File: src/rtl/wb_dbus_arbiter.sv
// rtl/wb_dbus_arbiter.sv - two-master round-robin Wishbone dbus arbiter, one transaction per grant
// Optional slave-ack watchdog enabled by defining WB_ARB_TIMEOUT_EN.
module wb_dbus_arbiter #(
  parameter int AW      = 32,
  parameter int DW      = 32,
  parameter int TIMEOUT = 255
) (
  input  logic          wb_clk,
  input  logic          wb_rst,
  input  logic [AW-1:0] m0_adr,
  input  logic [DW-1:0] m0_dat,
  input  logic [3:0]    m0_sel,
  input  logic          m0_we,
  input  logic          m0_cyc,
  output logic [DW-1:0] m0_rdt,
  output logic          m0_ack,
  input  logic [AW-1:0] m1_adr,
  input  logic [DW-1:0] m1_dat,
  input  logic [3:0]    m1_sel,
  input  logic          m1_we,
  input  logic          m1_cyc,
  output logic [DW-1:0] m1_rdt,
  output logic          m1_ack,
  output logic [AW-1:0] s_adr,
  output logic [DW-1:0] s_dat,
  output logic [3:0]    s_sel,
  output logic          s_we,
  output logic          s_cyc,
  input  logic [DW-1:0] s_rdt,
  input  logic          s_ack,
  output logic          owner,
  output logic          busy,
  output logic          err
);

  typedef enum logic [1:0] {IDLE, GNT0, GNT1, REL} state_t;

  // An out-of-range TIMEOUT holds err high so a bad build is visible on the bus.
  localparam bit TMO_CFG_OK = (TIMEOUT >= 1) && (TIMEOUT <= 255);

  state_t        r_state;
  state_t        w_next;
  logic          r_last;
  logic          w_last_nxt;
  logic          r_owner;
  logic          w_owner_nxt;
  logic          w_gnt0;
  logic          w_gnt1;
  logic          w_cyc_own;
  logic          w_tmo;
  logic          w_ack_own;
  logic [DW-1:0] w_rdt_own;

  assign w_gnt0    = (r_state == GNT0);
  assign w_gnt1    = (r_state == GNT1);
  assign w_cyc_own = w_gnt1 ? m1_cyc : m0_cyc;

`ifdef WB_ARB_TIMEOUT_EN
  localparam logic [8:0] TMO_LIMIT = 9'(TIMEOUT);

  logic [7:0] r_timer;

  // r_timer counts completed ack-less grant cycles, so the current one is r_timer+1.
  assign w_tmo = (w_gnt0 | w_gnt1) & w_cyc_own & ~s_ack &
                 (({1'b0, r_timer} + 9'd1) == TMO_LIMIT);

  always_ff @(posedge wb_clk or posedge wb_rst) begin
    if (wb_rst) begin
      r_timer <= 8'd0;
    end else if (r_state == IDLE) begin
      r_timer <= 8'd0;
    end else if ((w_gnt0 | w_gnt1) & ~s_ack) begin
      r_timer <= r_timer + 8'd1;
    end
  end

  assign err = w_tmo | ~TMO_CFG_OK;
`else
  assign w_tmo = 1'b0;
  assign err   = ~TMO_CFG_OK;
`endif

  always_ff @(posedge wb_clk or posedge wb_rst) begin
    if (wb_rst) begin
      r_state <= IDLE;
      r_last  <= 1'b1;
      r_owner <= 1'b0;
    end else begin
      r_state <= w_next;
      r_last  <= w_last_nxt;
      r_owner <= w_owner_nxt;
    end
  end

  always_comb begin
    w_next      = r_state;
    w_last_nxt  = r_last;
    w_owner_nxt = r_owner;
    case (r_state)
      IDLE: begin
        // On contention the master that did not win last time is served.
        if (m0_cyc && (!m1_cyc || r_last)) begin
          w_next      = GNT0;
          w_owner_nxt = 1'b0;
        end else if (m1_cyc) begin
          w_next      = GNT1;
          w_owner_nxt = 1'b1;
        end
      end
      GNT0, GNT1: begin
        if (s_ack || w_tmo) begin
          w_next     = REL;
          w_last_nxt = w_gnt1;
        end else if (!w_cyc_own) begin
          w_next     = IDLE;
          w_last_nxt = w_gnt1;
        end
      end
      REL:     w_next = IDLE;
      default: w_next = IDLE;
    endcase
  end

  // Request path follows m0 whenever m1 does not hold the grant.
  assign s_adr = w_gnt1 ? m1_adr : m0_adr;
  assign s_dat = w_gnt1 ? m1_dat : m0_dat;
  assign s_sel = w_gnt1 ? m1_sel : m0_sel;
  assign s_we  = w_gnt1 ? m1_we  : m0_we;
  assign s_cyc = (w_gnt0 & m0_cyc) | (w_gnt1 & m1_cyc);

  assign w_ack_own = s_ack | w_tmo;
  assign w_rdt_own = w_tmo ? DW'(32'hDEAD_BEEF) : s_rdt;

  assign m0_ack = w_gnt0 & w_ack_own;
  assign m1_ack = w_gnt1 & w_ack_own;
  assign m0_rdt = w_gnt0 ? w_rdt_own : '0;
  assign m1_rdt = w_gnt1 ? w_rdt_own : '0;

  assign busy  = w_gnt0 | w_gnt1;
  assign owner = r_owner;

endmodule
File: config.mk
export PLATFORM = sky130hd
export DESIGN_NAME = wb_dbus_arbiter
export DESIGN_NICKNAME = d
export VERILOG_FILES = /design/src/rtl/wb_dbus_arbiter.sv
export SDC_FILE = /design/constraint.sdc
export NUM_CORES = 1
export LEC_CHECK = 0
export CORE_AREA = 2 2 120 122
export CTS_BUF_LIST = sky130_fd_sc_hd__clkbuf_8
export DETAILED_ROUTE_END_ITERATION = 7
export DIE_AREA = 0 0 122 124
export HOLD_SLACK_MARGIN = 0.12
export RECOVER_POWER = 50
export SYNTH_ARGS = -nofsm -noshare
export SYNTH_HDL_FRONTEND = slang
export SYNTH_SLANG_ARGS = --single-unit
File: constraint.sdc
create_clock -name wb_clk -period 2.5 [get_ports wb_clk]
set_clock_uncertainty 0.15 [all_clocks]
set_input_delay 0.25 -clock wb_clk [delete_from_list [all_inputs] [get_ports wb_clk]]
set_output_delay 0.25 -clock wb_clk [all_outputs]
set_load 0.005 [all_outputs]
==> impl_results.md, run 1 <==
* Post-Synth Simple-Gate Area at 0.272
* Yosys Warn Count at 0
* Core box area at 13700 um^2
* Post-DP HPWL at around 10 mm
* Total GRT Usage at 0.140
* Synth top cells by count: 69 x mux2_2, 66 x and2_1, 7 x a21oi_1
* Seq/Total Area, Yosys at 0.0638
* Core Rows at 43
* Layout fillers at 1366
* Design area at 4990 um^2
* R2r worst-path depth at 7
* First-pass GRT wire length at 15.7 mm
* Mean Syn Cell Area at 8.64 um^2
* GP Congestion at 0.945
* Hold Fails Final Rpt at 0
* Clk root buf: clkbuf_8
* GRT overflow at 0
* XOR/XNOR Fraction of Synth Area at 0
* GRT Max-Usage Layer: met2
* Crit path capture type: primary output
* Fraction of registers with async set/reset at 1.00
* Yosys cell types at 19
* Startpoint types: flop
* Most numerous cell in the Yosys netlist: mux2_2
* CTS H-tree depth at 1
* Hold_ws at 361 ps
* WP data required at 2100 ps
* Final ANT Viol Nets at 0
* Nets at 670
* Peak supply drop at 394 uV
* Vias in the first global route at 2613
* Worst Path Arrival at 2080 ps
* Hold EP: r_last
* PortBufs at 312
* Max Slew Vio Count at 0
* Achievable frequency at 403 MHz
* Diodes inserted at 0
* DIE AREA at 15100 um^2
* RR Startpoint: r_state[0]
* Met2 track demand over resource at 0.231
* Die width at 122 um
* Complex-gate fraction of the synthesized area at 0.0449
* P per Cell Area at roughly 660 nW/um^2
* FF+latch area at 101 um^2
* Met3 Use GR at 0.0582
* Via count at ~2600
* CP Class: flop to primary output
* Largest net degree at the start of global routing at 39
* Synth Area in Adders at 0.0315
* Static Leak at 1.95 nW
* CP Max Fanout at 34
* Yosys top cell area share at 0.489
* Yosys reg bits at 4
* Yosys top cell by area: mux2_2
* CTS tree: done
* Ranking of synthesized cells by area: mux2_2 49%, and2_1 26%, dfrtp_1 4.7%
* Worst min-delay path category: flop to flop
* Max-cap violations at 0
* Hold Path Depth at 2
* Pre-antenna DRT Iters at 4
* Mux share of post-synthesis cell area at 0.508
* Clock buffer count from CTS at 3
* Wirelength per Cell at 17.9 um
* # clock sinks at 4
* Min-delay src: r_last
* Area of the multi-input gates at 1370 um^2
* Mapped Area at around 1600 um^2
* DRC Markers at 0
* Height of the die at 124 um
* Synthesized instance count at between 150 and 200
* Pre-CTS setup slack at approximately 140 ps
* Met1 global-route usage at 0.174
* Vias per cell at 3.86
* Setup ws final at 16.0 ps
* Tot Pwr at 3.31 mW
* Status: finished clean
* Top_reg_cell synth: dfrtp_1
* Clock Path Buffers at 2
* Clock Latency Late Sink at 220 ps
* R2R setup slack at 480 ps
* 1st-iter DRT viols at 63
* Largest family of logic cells by synthesized area: multiplexers
* Final WL at roughly 12 mm
* RSZ-0062 raised after global routing: yes
* Final min period at between 2000 and 2500 ps
* Ratio of cells with drive above 1 in the final layout at 0.165
* Fin crit share at 0.994
* Clk pin slew, worst setup/hold paths at 30 ps
* Initial Util at 0.116
* Post-Synthesis Net Count at 363
* Layout overhead on the synthesized area at 214%
* Final Core Density at 0.363
* Number of flops mapped to enable cells by yosys at 0
* Endpoints failing setup at 0
* Initial antenna violation count at 2
* IO Pins at 314
* Instance area at placement at 4900 um^2
* FF-to-FF End: r_state[1]
metal layers:
| layer | wire length [um] | part of all wire | up-vias |
|---|---|---|---|
| met1 | 4850 | 0.40 | 1160 |
| met4 | 82 | 0.0068 | 2 |
| met2 | 5550 | 0.46 | 180 |
| met5 | 8 | 0.00067 | - |
| met3 | 1510 | 0.13 | 10 |
| li1 | - | - | 1235 |
metrics by stage:
stage | setup TNS (ps) | cells
2_1_floorplan | 0 | 184
3_3_place_gp | 0 | 664
3_5_place_dp | 0 | 664
4_1_cts | 0 | 670
5_1_grt | -86.3 | 670
6_report | 0 | 670
registers in the layout, indices dropped and copies added (netlist names):
| register | flops |
|---|---|
| owner | 1 |
| r_last | 1 |
| r_state | 2 |
cell type report:
cell class	instances	share of cell area
sequential	4	0.0203
clock inverter	1	0.000753
tap	180	0.0452
multi-input combinational	158	0.275
inverter	6	0.00452
clock buffer	3	0.00828
timing repair buffer	318	0.646
worst max-delay path, cell delays in order (launching register included):
cell and delay [ps]:
dfrtp_1 390, inv_2 110, ha_4 220, buf_16 220, mux2_2 390, clkdlybuf4s50_1 510
worst max-delay path by stage:
stage | startpoint | to | slack [ps] | cells after the start
after floorplan | r_state[0] | s_dat[29] | 710 | 6
after global placement | r_state[0] | s_dat[5] | 160 | 5
after detailed placement | r_state[0] | s_dat[5] | 140 | 5
after CTS | r_state[0] | s_sel[1] | 20 | 5
after global routing | r_state[0] | s_dat[6] | -30 | 5
final | r_state[0] | s_dat[6] | 20 | 5
cells by family after synthesis:
family          count (synthesis)
fa+ha+maj                       4
buf+inv                        22
flops                           4
other cells                     1
simple gates                   69
mux                            72
compound gates                 12
cell usage in the layout, fill, tap and decap left out, types with 2 or more instances in the layout:
master and count:
a21oi_1 7, and2_0 11, and2_1 55, buf_16 2, clkbuf_2 2, clkbuf_8 3, clkdlybuf4s50_1 276, dfrtp_1 3
dlygate4sd3_1 36, ha_1 3, inv_1 6, mux2_2 69, mux2i_1 3, o21ai_0 3
where the power goes:
group          switching (mW)  internal (mW)
Clock                  0.0392          0.105
Combinational            1.08           1.96
Sequential             0.0219         0.0980
timing repair:
action,4_1_cts,5_1_grt
resized for setup,2,2
gates cloned,1,0
setup endpoints to repair,45,13
buffers inserted,0,0
hold buffers,1,0
hold endpoints to repair,3,0
Note: power is estimated with default switching activity, not from simulation.
==> run 2, diff against run 1 <==
Settings changed: ABC_CLOCK_PERIOD_IN_PS from default to 2500, TNS_END_PERCENT from default to 10.
==> run 2 against run 1 <==
Cell count did not move. Via count barely moved. Maximum frequency rose by 0.24%. Global-route usage did not move. Clock-buffer cell count did not move. Die area did not move. Register-to-register slack barely moved. Critical endpoint unchanged. Flip-flop and latch count did not move. Total power barely moved. Clock power barely moved.
==> impl_results.md, run 2 (synthesis gave the netlist of run 1 again) <==
* Worst min-delay path category: flop to flop
* GRT overflow at 0
* Met1 global-route usage at 0.174
* Vias per cell at 3.86
* Vias in the first global route at about 2600
* Clock Latency Late Sink at roughly 220 ps
* Hold Path Depth at 2
* Core box area at 13700 um^2
* Layout Cells excl Fill at 670
* WP data required at 2100 ps
* Wirelength per Cell at 17.9 um
* CTS tree: done
* Met2 track demand over resource at 0.231
* Endpoints failing setup at 0
* # clock sinks at 4
* Pre-antenna DRT Iters at 4
* Post-DP HPWL at 10.2 mm
* Max-cap violations at 0
* CTS H-tree depth at 1
* Post-CTS setup buffers at 0
* Largest register by flop count: r_state
* Clk pin slew, worst setup/hold paths at 40 ps
* Initial Util at 0.116
* Ratio of cells with drive above 1 in the final layout at 0.165
* Layout fillers at 1366
* FF-to-FF End: r_state[1]
* Die width at 122 um
* Met3 Use GR at 0.0582
* GP Congestion at roughly 0.95
* Min-delay src: r_last
* Final min period at 2480 ps
* Setup ws final at between 20 and 25 ps
* Clk root buf: clkbuf_8
* Diodes inserted at 0
* Startpoint types: flop
* Clock Path Buffers at 2
* Final ANT Viol Nets at 0
* RSZ-0062 raised after global routing: yes
* Worst Path Arrival at 2080 ps
* DRC Markers at 0
* Hold Fails Final Rpt at 0
* Largest net degree at the start of global routing at 39
* IO Pins at 314
* Top Family by Delay on Critical Path: buffers and inverters
* Slowest-stage cell, CP: clkdlybuf4s50_1
* Core Rows at 43
* CP Class: flop to primary output
* Fin crit share at 0.991
* Most frequent cells in the layout: 276 x clkdlybuf4s50_1, 69 x mux2_2, 55 x and2_1, 36 x dlygate4sd3_1, 11 x and2_0
* Via count at 2588
* Inst Count DP at 664
* Pre-CTS setup slack at 137 ps
* Hold EP: r_last
* CP Max Fanout at 34
* Commonest non-fill, non-tap cell in the layout: clkdlybuf4s50_1
* R2R setup slack at 490 ps
* GRT Max-Usage Layer: met2
* DIE AREA at 15100 um^2
* Final WL at 12.0 mm
* Max reg flops at 2
* Critical path buffers and inverters at 3
* Crit. path cell count at 5
* PortBufs at 312
* Layout overhead on the synthesized area at 214%
* RR Startpoint: r_state[0]
* Static Leak at 1.95 nW
* Total GRT Usage at 0.140
* Crit path capture type: primary output
* Peak supply drop at 395 uV
* Nets at between 600 and 700
* Max Slew Vio Count at 0
* Clock buffer count from CTS at 3
* Height of the die at 124 um
* P per Cell Area at 664 nW/um^2
* First-pass GRT wire length at 15.7 mm
* Crit path cell chain: inv_2, ha_4, buf_16, mux2_2, clkdlybuf4s50_1
* Crit path largest cell delay at 510 ps
* Achievable frequency at 404 MHz
* Initial antenna violation count at 2
* 1st-iter DRT viols at slightly above 70
* Setup TNS at 0 ps
* Status: finished clean
* R2r worst-path depth at 7
[run 2: cell counts in the layout (fill, tap and decap cells not counted)]
Identical to the previous run, type by type.
[run 2: worst max-delay path by stage]
| stage | from | end | slack [ps] |
|---|---|---|---|
| 2_1_floorplan | r_state[0] | s_dat[29] | 710 |
| 3_3_place_gp | r_state[0] | s_dat[5] | 160 |
| 3_5_place_dp | r_state[0] | s_dat[5] | 140 |
| 4_1_cts | r_state[0] | s_sel[1] | 20 |
| 5_1_grt | r_state[0] | s_dat[6] | -30 |
| 6_report | r_state[0] | s_dat[6] | 20 |
[run 2: routing by layer]
metal | vias up | wire length, um
li1 | 1237 | -
met1 | 1154 | 4830
met2 | 185 | 5540
met3 | 10 | 1530
met4 | 2 | 80
met5 | - | 8
[run 2: through the flow]
step                cell area (um^2)   util  hold slack, ps  total power [mW]
global route                    4990  0.363             376              3.54
global placement                4900  0.358             313              3.16
finish                          4990  0.363             358              3.31
CTS                             5000  0.364             353              3.46
detailed placement              4900  0.358             322              3.18
floorplan                       1590      -            -135              1.40
[run 2: power breakdown]
part | internal (mW) | switching, mW
registers | 0.0980 | 0.0218
clock network | 0.105 | 0.0395
logic | 1.96 | 1.08
total | 2.17 | 1.14
[run 2: what timing repair did]
| action | in CTS | in global routing |
|---|---|---|
| hold buffers | 1 | 0 |
| hold endpoints to repair | 3 | 0 |
| endpoints found under the setup margin | 45 | 13 |
| cloned | 1 | 0 |
| resized for setup | 2 | 2 |
| pin swaps | 0 | 0 |
[run 2: cell type report]
class | instances | area, um^2 | area share
well taps | 180 | 225 | 0.0452
clock buffers | 3 | 41.3 | 0.00828
repair buffers | 318 | 3220 | 0.646
clock inverters | 1 | 3.75 | 0.000753
flip-flops and latches | 4 | 101 | 0.0203
multi-input cells | 158 | 1370 | 0.275
inverters | 6 | 22.5 | 0.00452
[run 2: tightest hold or removal path, cell delays in order, from the launching register on]
cell     delay (ps)
dfstp_2         360
inv_1            70
a21oi_1          70
